File: src/rtl/simon_io_pkg.sv
// Shared constants and types for the Simon board I/O path.
// Button port address, random port address and debounce defaults.
package simon_io_pkg;

    localparam int NUM_BTN                 = 4;
    localparam int BTN_ADDR                = 1000;
    localparam int RAND_ADDR               = 2000;
    localparam int DEBOUNCE_CYCLES_DEFAULT = 500000;

    typedef logic [NUM_BTN-1:0] btn_vec_t;

    // Counter width that can hold DEBOUNCE_CYCLES-1; a one-cycle filter still needs one bit.
    function automatic int cnt_width(input int cycles);
        return (cycles <= 1) ? 1 : $clog2(cycles);
    endfunction

endpackage

File: src/rtl/btn_debounce_cell.sv
// One button: two-flop synchroniser, consecutive-sample debounce counter and level flop.
// rise pulses for the single cycle following the edge on which level goes 0 -> 1.
module btn_debounce_cell
    import simon_io_pkg::*;
#(
    parameter int DEBOUNCE_CYCLES = DEBOUNCE_CYCLES_DEFAULT,
    parameter int CNT_W           = cnt_width(DEBOUNCE_CYCLES)
) (
    input  logic clock,
    input  logic reset,
    input  logic btn_raw,
    output logic level,
    output logic rise
);

    localparam logic [CNT_W-1:0] CNT_MAX = CNT_W'(DEBOUNCE_CYCLES - 1);

    logic             r_sync0;
    logic             r_sync1;
    logic             r_level;
    logic             r_rise;
    logic [CNT_W-1:0] r_cnt;
    logic             w_mismatch;
    logic             w_accept;

    assign w_mismatch = (r_sync1 != r_level);
    assign w_accept   = w_mismatch && (r_cnt == CNT_MAX);

    always_ff @(posedge clock or negedge reset) begin
        if (!reset) begin
            r_sync0 <= 1'b0;
            r_sync1 <= 1'b0;
            r_level <= 1'b0;
            r_rise  <= 1'b0;
            r_cnt   <= '0;
        end else begin
            r_sync0 <= btn_raw;
            r_sync1 <= r_sync0;
            r_rise  <= w_accept && r_sync1;
            // Any sample agreeing with the current level restarts the qualification window.
            if (w_accept) begin
                r_level <= r_sync1;
                r_cnt   <= '0;
            end else if (w_mismatch) begin
                r_cnt   <= r_cnt + CNT_W'(1);
            end else begin
                r_cnt   <= '0;
            end
        end
    end

    assign level = r_level;
    assign rise  = r_rise;

endmodule

File: src/rtl/simon_button_conditioner.sv
// Button front end for the CPU port at address 1000: per-button debounce plus press events.
// BTN_STICKY_EN defined: presses latch until rd_ack; undefined: one-cycle press pulses only.
module simon_button_conditioner #(
    parameter int NUM_BTN         = 4,
    parameter int DEBOUNCE_CYCLES = simon_io_pkg::DEBOUNCE_CYCLES_DEFAULT,
    parameter int CNT_W           = simon_io_pkg::cnt_width(DEBOUNCE_CYCLES)
) (
    input  logic               clock,
    input  logic               reset,
    input  logic [NUM_BTN-1:0] btn_raw,
    input  logic               rd_ack,
    output logic [NUM_BTN-1:0] btn_level,
    output logic [NUM_BTN-1:0] btn_event,
    output logic               btn_any
);

    import simon_io_pkg::*;

    logic [NUM_BTN-1:0] w_rise;

    generate
        for (genvar gi = 0; gi < NUM_BTN; gi++) begin : g_cell
            btn_debounce_cell #(
                .DEBOUNCE_CYCLES (DEBOUNCE_CYCLES),
                .CNT_W           (CNT_W)
            ) u_cell (
                .clock   (clock),
                .reset   (reset),
                .btn_raw (btn_raw[gi]),
                .level   (btn_level[gi]),
                .rise    (w_rise[gi])
            );
        end
    endgenerate

`ifdef BTN_STICKY_EN
    logic [NUM_BTN-1:0] r_event;

    // r_event holds everything shown before this edge minus an acknowledged read;
    // OR-ing w_rise on the output side lets a press on the read edge survive the clear.
    always_ff @(posedge clock or negedge reset) begin
        if (!reset) begin
            r_event <= '0;
        end else if (rd_ack) begin
            r_event <= '0;
        end else begin
            r_event <= btn_event;
        end
    end

    assign btn_event = r_event | w_rise;
`else
    logic w_unused_ack;

    assign w_unused_ack = rd_ack;
    assign btn_event    = w_rise;
`endif

    assign btn_any = |btn_event;

endmodule

File: config.mk
export PLATFORM = sky130hd
export DESIGN_NAME = simon_button_conditioner
export DESIGN_NICKNAME = d
export VERILOG_FILES = /design/src/rtl/simon_io_pkg.sv /design/src/rtl/btn_debounce_cell.sv /design/src/rtl/simon_button_conditioner.sv
export SDC_FILE = /design/constraint.sdc
export NUM_CORES = 1
export LEC_CHECK = 0
export BUFFER_PORTS_ARGS = -buffer_cell sky130_fd_sc_hd__clkbuf_2
export CORE_MARGIN = 5
export CORE_UTILIZATION = 55
export DETAILED_ROUTE_END_ITERATION = 8
export HOLD_SLACK_MARGIN = 0.02
export PLACE_DENSITY = 0.7
export SLEW_MARGIN = 20
export SYNTH_ARGS = -nofsm -noshare
export SYNTH_HDL_FRONTEND = slang
export SYNTH_SLANG_ARGS = --single-unit
File: constraint.sdc
create_clock -name clock -period 4.1 [get_ports clock]
set_clock_uncertainty 0.1 [all_clocks]
set_input_delay 0.41 -clock clock [delete_from_list [all_inputs] [get_ports clock]]
set_output_delay 0.41 -clock clock [all_outputs]
set_load 0.02 [all_outputs]
Yosys cells after proc, flatten, opt, wreduce, memory -nomap -nowiden:

Index checks and enable logic that the tools add are counted.

* input port bits: 7
* bits in registers: 92
* output and inout port bits: 9
* logic and storage cells: 49

* reduce and logical (&&, ||, !) cells: 9
* $add $sub $neg: 4
* equality and inequality tests: 8
* multiplexer cells: 8

Operators by type and width (number)
* 2-to-1 mux 19 bit: 8
* adder 19 x 1 -> 19 bit, second input constant: 4
* == test 19 bit, second input constant: 4
* logical AND 1 bit: 8
* != test 1 bit: 4
* OR reduction 4 bit: 1

Depth between registers and ports, before layout:

* word-level depth: 3
* depth in mapped cells: 7
* gate-level depth less buffers: 5

Hierarchy:

Synthesis repeated with hierarchy kept, for this count alone.

* cell total of the unflattened synthesis: 449
* area, all modules: 4551.9 µm²

By module, submodules not included
* btn_debounce_cell: instances 4, seq. area each 575.6 µm², cells each 112, area an instance 1136.1 µm²
* simon_button_conditioner: instances 1, seq. area each 0.0 µm², cells each 1, area an instance 7.5 µm²

Least setup slack after synthesis:

No wires, ideal clock.

* path type: reg2reg
* start: register g_cell[1].u_cell.r_cnt[0]
* end: register g_cell[1].u_cell.r_level
* arrival: 1788 ps
* period minus slack after synthesis: 2013 ps
* path buffers: 0
* required time: 3875 ps
* path slack: 2087 ps
* stages on the path, launching flop included: 5
* library setup time: 125 ps
* cells stage by stage: dfrtp_1 -> ha_1 -> nand4_1 -> or4_4 -> mux2_4

* cells in the longest elaborated chain, start to end: 2

Ends and longest elaborated chain
* start, declared: RTL line btn_debounce_cell.sv:22 `logic [CNT_W-1:0] r_cnt;`
* start signal, assigned: RTL line btn_debounce_cell.sv:45 `r_cnt <= r_cnt + CNT_W'(1);`
* == test 19 bit: RTL line btn_debounce_cell.sv:27 `assign w_accept = w_mismatch && (r_cnt == CNT_MAX);`
* logical AND 1 bit: RTL line btn_debounce_cell.sv:27
* end signal, assigned: RTL line btn_debounce_cell.sv:42 `r_level <= r_sync1;`
* end, declared: RTL line btn_debounce_cell.sv:20 `logic r_level;`

No other way between the ends.
A chain may end at the register's enable or synchronous reset.

Final worst setup path:

* start: register g_cell[1].u_cell.r_cnt[0]
* end: register g_cell[1].u_cell.r_cnt[11]

* cells in the longest elaborated chain, start to end: 3
* elaborated cells on any way between the ends: 5
* those cells by class: add/sub (1); eq/ne (1); mux (2); reduce/logical (1)

Ends and longest elaborated chain
* adder 19 x 1 -> 19 bit / == test 19 bit (equally long branches): RTL line btn_debounce_cell.sv:45, btn_debounce_cell.sv:27
* 2-to-1 mux 19 bit / logical AND 1 bit (equally long branches): RTL line btn_debounce_cell.sv:44, btn_debounce_cell.sv:27
* 2-to-1 mux 19 bit (*): RTL line btn_debounce_cell.sv:41 `if (w_accept) begin`

Mark *: on every way between the ends. The rest lies on a longest branch, timed or not.

==> run_results.csv <==
group,metric,value,unit
drt,wl_met3,293,microns
finish,final_nets,454,
floorplanning,fp.dieH,100,microns
global_routing,grt_pass1_wl,14.2,mm
finish,drive_gt1_share,11.0,%
power,pwr-share-seq,61.9,%
power,vdd_drop_max,0.174,mV
global_routing,grt_max_degree,70,
drt,vias,3131,
outcome,outcome,"finished clean",
drt,finalWirelength,8.08,mm
job,maxCapViolations,0,
cts,insertion_delay,0.35,ns
global_routing,grt_usage,17.5,%
floorplanning,start_util,55.6,%
floorplanning,fp.dieArea,10100,sq um
synthesis,synthTopCellsByCount,"92 x dfrtp_1, 64 x nor2_1, 36 x xnor2_1",
synthesis,synthMostInstantiatedCell,"dfrtp_1",
power,internal_power,1.16,mW
timing,final.setup.tns,0,ns
timing,setup_viol,0,
cts,cts_tree,"built",
power,p_leak,1.96,nW
power,power_switching,0.344,mW
floorplanning,die_w,100,microns
worst_setup_path,critPathMaxFanout,18,
finish,syn_to_final_growth,5.51,%
timing,clock.fmax,405,MHz
drt,m1WireLength,4.03,mm
floorplanning,fp-row-count,33,
timing,rsz0062_at_grt,"false",
power,clockPowerShare,34.6,%
drt,vias_per_cell,5.68,
placed_design,io_buffers,14,
power,swShare,22.8,%
worst_setup_path,worstPathArrival,2.56,ns
placed_design,dp_hpwl,5.39,mm
synthesis,syn_nets,448,
timing,drv_slew,0,
global_routing,antenna_found_initial,0,
synthesis,synth_area,4500,sq um
finish,diodes,0,
synthesis,async_flop_share,100,%
cts,htree_levels,3,
drt,final_antenna_net_count,0,
worst_setup_path,path_class,"register to register",
cts,cts-buffers-inserted,9,
synthesis,avgSynthCellArea,10.3,sq um
global_routing,grt-ovfl-total,0,
synthesis,netlist_top_cells_area,"dfrtp_1 51%, xnor2_1 7.0%, nor2_1 5.3%",
timing,worstMarginPinSlew,0.941,ns
cts,postCtsHoldBufs,0,
timing,max_slew_margin,37.0,%
synthesis,synth_warnings,0,
cts,post_cts_resized,0,
synthesis,synth_cells,437,
synthesis,synthFlopType,"dfrtp_1",
worst_setup_path,cp.required,4.20,ns
cts,cts_root_buffer,"clkbuf_8",
drt,met2_length,3.65,mm
drt,drc,0,
drt,highest_layer,"met4",
cts,cts_setup_buffers,0,
cts,clockBufferDepth,2,
synthesis,synth_top_area_share,51.2,%
synthesis,synth_edf_count,0,
cts,path_clk_slew,0.09,ns
global_routing,first_global_vias,3082,
worst_setup_path,startpoint_type,"register",
drt,initialDrtViolationCount,82,
timing,fin_crit_sh,60.2,%
synthesis,synth.distinct_cells,41,
worst_setup_path,reg2reg_depth,4,
worst_setup_path,critPathCaptureType,"register",
synthesis,yosysSeqAreaShare,51.2,%
floorplanning,core_area,8090,sq um
synthesis,synth_seq_cells,92,
timing,hold_violations,0,
synthesis,synth_top_area_cell,"dfrtp_1",
drt,first_pass_iters,4,
timing,period_minus_slack,2.47,ns
power,combPwrFrac,3.5,%
placed_design,place_congestion,0.795,
cts,clock_sinks,92,
power,finalPower,1.51,mW
power,powerDensity,317,nW/um^2
floorplanning,boundaryPins,16,
worst_hold_path,hold_class,"input port to asynchronous set/reset pin",
drt,wl_per_cell,14.7,microns
==> layout make-up <==
class | count | area, sq um
sequential | 92 | 2300
tap | 105 | 131
multi-input combinational | 317 | 2050
inverter | 8 | 30.0
clock buffer | 11 | 141
fill | 747 | 3350
timing repair buffer | 15 | 80.1
clock inverter | 3 | 15.0
==> worst paths after layout <==
kind,slack [ns],startpoint,to
min in group clock,0.07,btn_raw[0],g_cell[0].u_cell.r_sync0
min,0.04,reset,g_cell[1].u_cell.r_cnt[16]
min reg2reg,0.25,g_cell[0].u_cell.r_sync0,g_cell[0].u_cell.r_sync1
max reg2reg,1.63,g_cell[1].u_cell.r_cnt[0],g_cell[1].u_cell.r_cnt[11]
max,1.63,g_cell[1].u_cell.r_cnt[0],g_cell[1].u_cell.r_cnt[11]
max in group asynchronous,2.95,reset,g_cell[2].u_cell.r_cnt[4]
==> routing by layer <==
metal | up-vias | track usage [%]
li1 | 1539 | -
met1 | 1544 | 24.4
met2 | 39 | 26.9
met3 | 9 | 4.10
met4 | 0 | 6.63
met5 | - | 0
==> worst max-delay path, stage by stage (launching register included) <==
cell and delay, ns:
dfrtp_1 0.42, ha_1 0.23, nand4_1 0.45, o41ai_4 1.00, nor2_1 0.12
==> logic make-up after synthesis <==
family | after synthesis | synth area share [%]
AOI/OAI and AO/OA | 34 | 5.39
xor gates and xnor gates | 58 | 11.3
adders and majority gates | 4 | 1.11
buffers and inverters | 28 | 3.42
DFF | 92 | 51.2
muxes | 4 | 1.08
and+or+nand+nor | 217 | 26.5
==> registers in the layout (all words and copies together) (netlist names) <==
| register | cells |
|---|---|
| g_cell.u_cell.level | 4 |
| g_cell.u_cell.r_cnt | 76 |
| g_cell.u_cell.r_sync0 | 4 |
| g_cell.u_cell.r_sync1 | 4 |
| g_cell.u_cell.rise | 4 |
==> power groups by stage <==
stage                     Combinational (mW)  Clock (mW)  Sequential, mW
after floorplan                       0.0295           0           0.949
after global placement                0.0541           0           0.950
after detailed placement              0.0553           0           0.951
after CTS                             0.0555       0.539           0.933
after global routing                  0.0633       0.577           0.936
final                                 0.0530       0.521           0.933
==> placed cells by master (no fill, tap or decap), types with 7 or more instances in the layout <==
| cell type | synthesis | final |
|---|---|---|
| nor3_1 | 9 | 9 |
| nand2_1 | 23 | 23 |
| inv_1 | 8 | 8 |
| xor2_1 | 22 | 22 |
| clkbuf_8 | 0 | 10 |
| and3_1 | 8 | 8 |
| nor2_1 | 64 | 64 |
| or4_1 | 12 | 12 |
| dfrtp_1 | 92 | 92 |
| nand4_1 | 23 | 23 |
| clkbuf_2 | 0 | 13 |
| or3_1 | 7 | 7 |
| o31ai_1 | 8 | 8 |
| nand3_1 | 24 | 24 |
| xnor2_1 | 36 | 36 |
| nor4_1 | 11 | 11 |
| a21oi_1 | 15 | 15 |
==> per-stage QoR <==
step / std cells / setup WS [ns] / hold WS, ns / area [sq um] / util, %
2_1_floorplan: 437 / 2.09 / 0.0144 / 4500 / -
3_3_place_gp: 537 / 1.66 / 0.232 / 4590 / 56.7
3_5_place_dp: 537 / 1.65 / 0.236 / 4590 / 56.7
4_1_cts: 551 / 1.65 / 0.0524 / 4750 / 58.7
5_1_grt: 551 / 1.43 / 0.0496 / 4750 / 58.7
6_report: 551 / 1.63 / 0.0393 / 4750 / 58.7
No activity file was read; power rests on OpenSTA's default activity.
